### src/rtl/imm_ext_pipe_pkg.sv
// ----------------------------------------------------------------------------
// imm_ext_pipe_pkg
// Shared definitions for the pipelined immediate extender:
//   - extension opcode width and opcode encodings
//   - default widths and the packed item struct carried through the buffer
//     for the default configuration (DATA_W=32, TAG_W=5)
// ----------------------------------------------------------------------------
package imm_ext_pipe_pkg;

    localparam int OP_W = 3;

    localparam logic [OP_W-1:0] EXT_SIGN = 3'd0;
    localparam logic [OP_W-1:0] EXT_ZERO = 3'd1;
    localparam logic [OP_W-1:0] EXT_HIGH = 3'd2;
    localparam logic [OP_W-1:0] EXT_SBR  = 3'd3;
    localparam logic [OP_W-1:0] EXT_ZBR  = 3'd4;

    localparam int DEF_DATA_W = 32;
    localparam int DEF_TAG_W  = 5;

    // One buffered item at the default widths; the top level declares an
    // equivalent struct sized by its own parameters.
    typedef struct packed {
        logic [DEF_DATA_W-1:0] data;
        logic [DEF_TAG_W-1:0]  tag;
        logic                  err;
    } ext_item_t;

endpackage

### src/rtl/imm_ext_pipe_core.sv
// ----------------------------------------------------------------------------
// imm_ext_core
// Purely combinational, parametrised immediate extender.
// Ports:
//   imm  in  IMM_W   immediate to extend
//   op   in  OP_W    extension opcode (EXT_* in imm_ext_pipe_pkg)
//   data out DATA_W  extended word (all-zero for illegal opcodes)
//   err  out 1       opcode was illegal (5..7)
// ----------------------------------------------------------------------------
module imm_ext_core
    import imm_ext_pipe_pkg::*;
#(
    parameter int IMM_W    = 16,
    parameter int DATA_W   = 32,
    parameter int BR_SHIFT = 2
) (
    input  logic [IMM_W-1:0]  imm,
    input  logic [OP_W-1:0]   op,
    output logic [DATA_W-1:0] data,
    output logic              err
);

    logic [DATA_W-1:0] sext;
    logic [DATA_W-1:0] zext;

    assign sext = {{(DATA_W-IMM_W){imm[IMM_W-1]}}, imm};
    assign zext = {{(DATA_W-IMM_W){1'b0}}, imm};

    // IMM_W+BR_SHIFT never exceeds DATA_W, so the shifted modes lose no
    // significant bits.
    always_comb begin
        data = '0;
        err  = 1'b0;
        case (op)
            EXT_SIGN: data = sext;
            EXT_ZERO: data = zext;
            EXT_HIGH: data = {imm, {(DATA_W-IMM_W){1'b0}}};
            EXT_SBR:  data = sext << BR_SHIFT;
            EXT_ZBR:  data = zext << BR_SHIFT;
            default:  err  = 1'b1;
        endcase
    end

endmodule

### src/rtl/imm_ext_pipe.sv
// ----------------------------------------------------------------------------
// imm_ext_pipe
// Pipelined immediate extender with a 2-entry elastic buffer (output register
// plus skid register) and a saturating illegal-opcode counter.
// Ports:
//   clk, reset            clock, synchronous active-low reset
//   in_valid/in_ready     upstream handshake; in_imm, in_op, in_tag payload
//   out_valid/out_ready   downstream handshake; out_data, out_tag, out_err
//   err_cnt               saturating count of accepted illegal items
//   cnt_clr               synchronous clear of err_cnt (wins over increment)
// ----------------------------------------------------------------------------
module imm_ext_pipe
    import imm_ext_pipe_pkg::*;
#(
    parameter int IMM_W    = 16,
    parameter int DATA_W   = 32,
    parameter int BR_SHIFT = 2,
    parameter int TAG_W    = 5,
    parameter int CNT_W    = 8
) (
    input  logic              clk,
    input  logic              reset,
    input  logic              in_valid,
    output logic              in_ready,
    input  logic [IMM_W-1:0]  in_imm,
    input  logic [OP_W-1:0]   in_op,
    input  logic [TAG_W-1:0]  in_tag,
    output logic              out_valid,
    input  logic              out_ready,
    output logic [DATA_W-1:0] out_data,
    output logic [TAG_W-1:0]  out_tag,
    output logic              out_err,
    output logic [CNT_W-1:0]  err_cnt,
    input  logic              cnt_clr
);

    typedef struct packed {
        logic [DATA_W-1:0] data;
        logic [TAG_W-1:0]  tag;
        logic              err;
    } item_t;

    item_t new_item;
    item_t out_q;
    item_t skid_q;
    logic  out_valid_q;
    logic  skid_full_q;
    logic  accept;
    logic  slot_free;

    imm_ext_core #(
        .IMM_W   (IMM_W),
        .DATA_W  (DATA_W),
        .BR_SHIFT(BR_SHIFT)
    ) u_core (
        .imm (in_imm),
        .op  (in_op),
        .data(new_item.data),
        .err (new_item.err)
    );

    assign new_item.tag = in_tag;

    // in_ready comes only from registered state, which keeps out_ready off
    // any combinational path back to the upstream stage.
    assign in_ready  = !skid_full_q;
    assign accept    = in_valid && in_ready;
    assign slot_free = !out_valid_q || out_ready;

    // Elastic buffer. While the skid holds an item nothing is accepted, so
    // the skid always drains into the output register before new data can
    // enter, preserving FIFO order.
    always_ff @(posedge clk) begin
        if (!reset) begin
            out_q       <= '0;
            skid_q      <= '0;
            out_valid_q <= 1'b0;
            skid_full_q <= 1'b0;
        end else if (skid_full_q) begin
            if (slot_free) begin
                out_q       <= skid_q;
                out_valid_q <= 1'b1;
                skid_full_q <= 1'b0;
            end
        end else if (accept) begin
            if (slot_free) begin
                out_q       <= new_item;
                out_valid_q <= 1'b1;
            end else begin
                skid_q      <= new_item;
                skid_full_q <= 1'b1;
            end
        end else if (out_valid_q && out_ready) begin
            out_valid_q <= 1'b0;
        end
    end

    // Illegal items are counted when accepted, not when delivered.
    always_ff @(posedge clk) begin
        if (!reset) begin
            err_cnt <= '0;
        end else if (cnt_clr) begin
            err_cnt <= '0;
        end else if (accept && new_item.err && (err_cnt != {CNT_W{1'b1}})) begin
            err_cnt <= err_cnt + 1'b1;
        end
    end

    assign out_valid = out_valid_q;
    assign out_data  = out_q.data;
    assign out_tag   = out_q.tag;
    assign out_err   = out_q.err;

endmodule

### config.mk
export PLATFORM = sky130hd
export DESIGN_NAME = imm_ext_pipe
export DESIGN_NICKNAME = d
export VERILOG_FILES = /design/src/rtl/imm_ext_pipe_pkg.sv /design/src/rtl/imm_ext_pipe_core.sv /design/src/rtl/imm_ext_pipe.sv
export SDC_FILE = /design/constraint.sdc
export NUM_CORES = 1
export LEC_CHECK = 0
export ABC_AREA = 1
export CORE_ASPECT_RATIO = 1.2
export CORE_MARGIN = 4
export CORE_UTILIZATION = 49
export CTS_BUF_LIST = sky130_fd_sc_hd__clkbuf_8
export CTS_CLUSTER_DIAMETER = 120
export DETAILED_ROUTE_END_ITERATION = 10
export MAX_ROUTING_LAYER = met4
export PLACE_DENSITY = 0.79
export SLEW_MARGIN = 30
export SYNTH_ARGS = -nofsm -noshare
export SYNTH_HDL_FRONTEND = slang
export SYNTH_HIERARCHICAL = 1
export SYNTH_SLANG_ARGS = --single-unit
### constraint.sdc
create_clock -name clk -period 1.3 [get_ports clk]
set_input_delay 0.26 -clock clk [delete_from_list [all_inputs] [get_ports clk]]
set_output_delay 0.26 -clock clk [all_outputs]
set_load 0.005 [all_outputs]
==> run summary <==
============================================================================
Run status                                                      finished, violations left
Violated checks                                                 setup timing
Sequential cell area in the final layout                           1757 um^2
Timing-limited maximum frequency                                  0.7535 GHz
Cells after Synth                                                        587
Worst-path clk slew                                                  0.10 ns
Wire per inst                                                       14.63 um
Required time at the worst-slack endpoint                            1.59 ns
Max-slew headroom at the worst pin                                    0.7022
Final critical delay including setup and external delays            1.327 ns
Max Transition Viols Final                                                 0
Residual DRC                                                               0
Remaining antenna violation count after routing                            0
Combined buffer and inverter count along the critical path                 3
Half-perimeter wire length after placement                          7.359 mm
Layout cell share with drive strength beyond 1                        0.2253
Category of the critical setup timing path                      input pin to register
Count of vias placed by the detailed router                             4203
Count of flip-flops with a built-in enable after synthesis                 0
Via-to-Cell Ratio                                                      5.241
Power per Cell Area                                             982.1 nW/um^2
Psw                                                                 1.601 mW
Largest stage delay, worst path                                      0.26 ns
Leakage Power                                                       2.527 nW
Cell repeated most along the worst path                         sky130_fd_sc_hd__nor2_1
Total track usage                                                     0.2212
Combined area of the multi-input logic cells                       2126 um^2
Antenna Cells                                                              0
Drt pass-1 iters                                                           5
Final setup violation count                                                3
Sequential fraction of the synthesis area                             0.4176
Layout area overhead                                                  36.66%
Row cnt                                                                   36
Count of cell types in the netlist                                        28
Critical Path Source                                                in_op[2]
Combinational Power Share                                              0.182
Register-to-register path setup slack                               -0.02 ns
R2r startpoint                                                  err_cnt[0]$_SDFFE_PP0P_
Internal power contribution                                         3.933 mW
Global-route wire length before repair                              17.35 mm
Category of the worst setup path launch point                      input pin
Clock tree from TritonCTS                                              built
Switch share                                                          0.2892
Grt total ovfl                                                             0
Flops & latches, synth                                                    86
Root Buffer Master                                              sky130_fd_sc_hd__clkbuf_8
Clock group share of total power                                       0.304
Maximum number of pins on one net before global-route repair              70
Crit-path max FO                                                           6
Worst Max-Slew Pin Slew                                            0.4450 ns
Most used DFF post-synth                                        sky130_fd_sc_hd__dfxtp_1
Skew-Pair Late Insertion Delay                                       0.35 ns
Num ports                                                                 77
Die Span Y                                                          108.5 um
Total power                                                         5.533 mW
Setup repair after global routing missed its margin                     true
Clock sink total                                                          86
Area of the mapped netlist                                         4123 um^2
CTS Buf Count                                                              9
Starting utilization of the core area                                 0.5057
Largest area contributor in the netlist                         sky130_fd_sc_hd__dfxtp_1
Worst min-delay path class                                      input pin to register
Synthesized area divided by synthesized cell count                7.023 um^2
Via count of the first global-routing pass                              3743
Buffers from clock root to sink, at most                                   2
Number of H-tree levels                                                    3
Share of the cycle needed by the critical path after routing           1.021
Setup clock skew after layout                                     0.01387 ns
Final weighted congestion in routability-driven placement             0.9072
Cell class contributing the biggest share of worst-path delay   buffers and inverters
Net count of the mapped netlist                                          617
Endpoint arrival time on the critical path                           1.61 ns
Final hold violations                                                      0
Most common cell in the netlist                                 sky130_fd_sc_hd__o21ai_0
Post-synthesis async set-or-reset flop share                               0
Horiz. Die Dim                                                      91.74 um
Critical Path Sink Type                                             register
Number of DRC markers in iteration 0                                     186
Cell types with the highest counts after synthesis              sky130_fd_sc_hd__o21ai_0 (109), sky130_fd_sc_hd__nor2_1 (105), sky130_fd_sc_hd__nand2_1 (87)
Max rail drop VDD                                                 0.001049 V
Count of max-cap constraint violations                                     0
Antenna violations before repair                                           0
Area share of the largest cell type after synthesis                   0.4176
Total Die Area                                                     9951 um^2
Filler Cells Inserted                                                    718
Worst-case setup margin in the final layout                      -0.02717 ns
Syn. warnings                                                              6
Number of input and output port buffers inserted                          76
Ranking of synthesized cells by area                            sky130_fd_sc_hd__dfxtp_1 (42%), sky130_fd_sc_hd__o21ai_0 (13%), sky130_fd_sc_hd__nor2_1 (9.6%)
Crit path max-delay cell type                                   sky130_fd_sc_hd__dlygate4sd2_1
Core footprint                                                     8153 um^2
CP cell instances                                               dlygate4sd2_1 > buf_4 > nor2_4 > nand2_2 > o21ai_2 > inv_1 > o21ai_0 > nor2_1 > nor2_1
Start point of the worst hold path                                     reset
Final-layout worst hold slack                                      0.1964 ns
Post-detailed-routing wire length                                   11.74 mm
Relative contribution of sequential cells to total power               0.515
NumNets Final                                                            713
============================================================================
==> layout by cell type (no fill, tap or decap), types with 10 or more instances in the layout <==
| cell | synthesis | routed |
|---|---|---|
| sky130_fd_sc_hd__nor2_1 | 105 | 99 |
| sky130_fd_sc_hd__o21ai_2 | 18 | 19 |
| sky130_fd_sc_hd__nand3_1 | 19 | 18 |
| sky130_fd_sc_hd__buf_4 | 4 | 24 |
| sky130_fd_sc_hd__dlygate4sd2_1 | 0 | 48 |
| sky130_fd_sc_hd__a21oi_2 | 0 | 16 |
| sky130_fd_sc_hd__clkdlybuf4s50_1 | 0 | 21 |
| sky130_fd_sc_hd__o21ai_1 | 5 | 22 |
| sky130_fd_sc_hd__a21oi_1 | 41 | 25 |
| sky130_fd_sc_hd__inv_1 | 55 | 54 |
| sky130_fd_sc_hd__nand2_1 | 87 | 81 |
| sky130_fd_sc_hd__nand2_2 | 5 | 10 |
| sky130_fd_sc_hd__dfxtp_1 | 86 | 64 |
| sky130_fd_sc_hd__o21ai_0 | 109 | 91 |
| sky130_fd_sc_hd__dfxtp_2 | 0 | 19 |
==> power by group through the flow <==
stage / sequential, mW / combinational, mW / clock [mW]
global route: 2.87 / 1.11 / 1.83
CTS: 2.85 / 0.931 / 1.71
detailed placement: 2.91 / 0.974 / 0
global placement: 2.90 / 0.962 / 0
finish: 2.85 / 1.01 / 1.68
floorplan: 2.91 / 0.511 / 0
==> layer usage <==
layer  wire [um]  GRT usage
met5           0          -
met4         297    0.07749
met3         406    0.03479
met2        6038     0.3822
met1        4993     0.2623
==> stage by stage <==
stage                     setup slack, ns   TNS, ns  instances    util  instance area, um^2
final                            -0.02717  -0.04876        802  0.6911                 5634
after global placement            -0.5781    -31.78        767  0.6225                 5075
after floorplan                   0.01520         0        587       -                 4123
after CTS                         0.01317         0        794  0.6545                 5336
after global routing              -0.1025   -0.6906        802  0.6911                 5634
after detailed placement          -0.6055    -33.37        767  0.6225                 5075
==> state kept, by name (all words and copies together) (netlist names) <==
name and cells:
out_err 1, skid_q 38, out_tag 5, err_cnt 8, skid_full_q 1, out_valid 1
out_data 32
==> what timing repair did <==
| action | CTS | global route |
|---|---|---|
| endpoints found under the setup margin | 87 | 70 |
| hold buffers | 0 | 0 |
| pin swaps | 4 | 9 |
| cloned | 3 | 5 |
| gates resized for setup | 89 | 67 |
| setup buffers | 8 | 3 |
==> final timing paths <==
| kind | end | cells past startpoint |
|---|---|---|
| hold reg to reg | out_tag[4]$_SDFFE_PN0P_ | 2 |
| hold / removal | out_valid$_SDFFE_PN0P_ | 3 |
| setup reg to reg | err_cnt[4]$_SDFFE_PP0P_ | 8 |
| setup / recovery | out_data[25]$_SDFFE_PN0P_ | 9 |
==> cells by family (layout without fill, tap and decap cells) <==
kind of cell               Yosys count  in the layout  share of synthesized area
and+or+nand+nor                    230            234                     0.2367
buffers and inverters               96            193                     0.1141
AOI/OAI and AO/OA                  173            173                     0.2264
DFF                                 86             86                     0.4176
adders and majority gates            1              1                   0.003034
xor gates and xnor gates             1              1                   0.002125
==> area by class of cell <==
class                           instances  area share
Multi-Input combinational cell        409      0.3773
Sequential cell                        86      0.3118
Timing Repair Buffer                  117      0.2139
Inverter                               60     0.04086
Tap cell                              114     0.02532
Clock buffer                            9     0.02199
Clock inverter                          7    0.008883
==> worst register-to-register path, stage by stage, from the launching register on <==
cell and delay, ns:
sky130_fd_sc_hd__dfxtp_2 0.35, sky130_fd_sc_hd__buf_6 0.11, sky130_fd_sc_hd__ha_4 0.14, sky130_fd_sc_hd__nand2_2 0.08
sky130_fd_sc_hd__nor2_4 0.16, sky130_fd_sc_hd__nand2_4 0.10, sky130_fd_sc_hd__nand2_4 0.09, sky130_fd_sc_hd__nand2_1 0.06
sky130_fd_sc_hd__a21oi_1 0.15
Power figures use the tool's default switching activity.
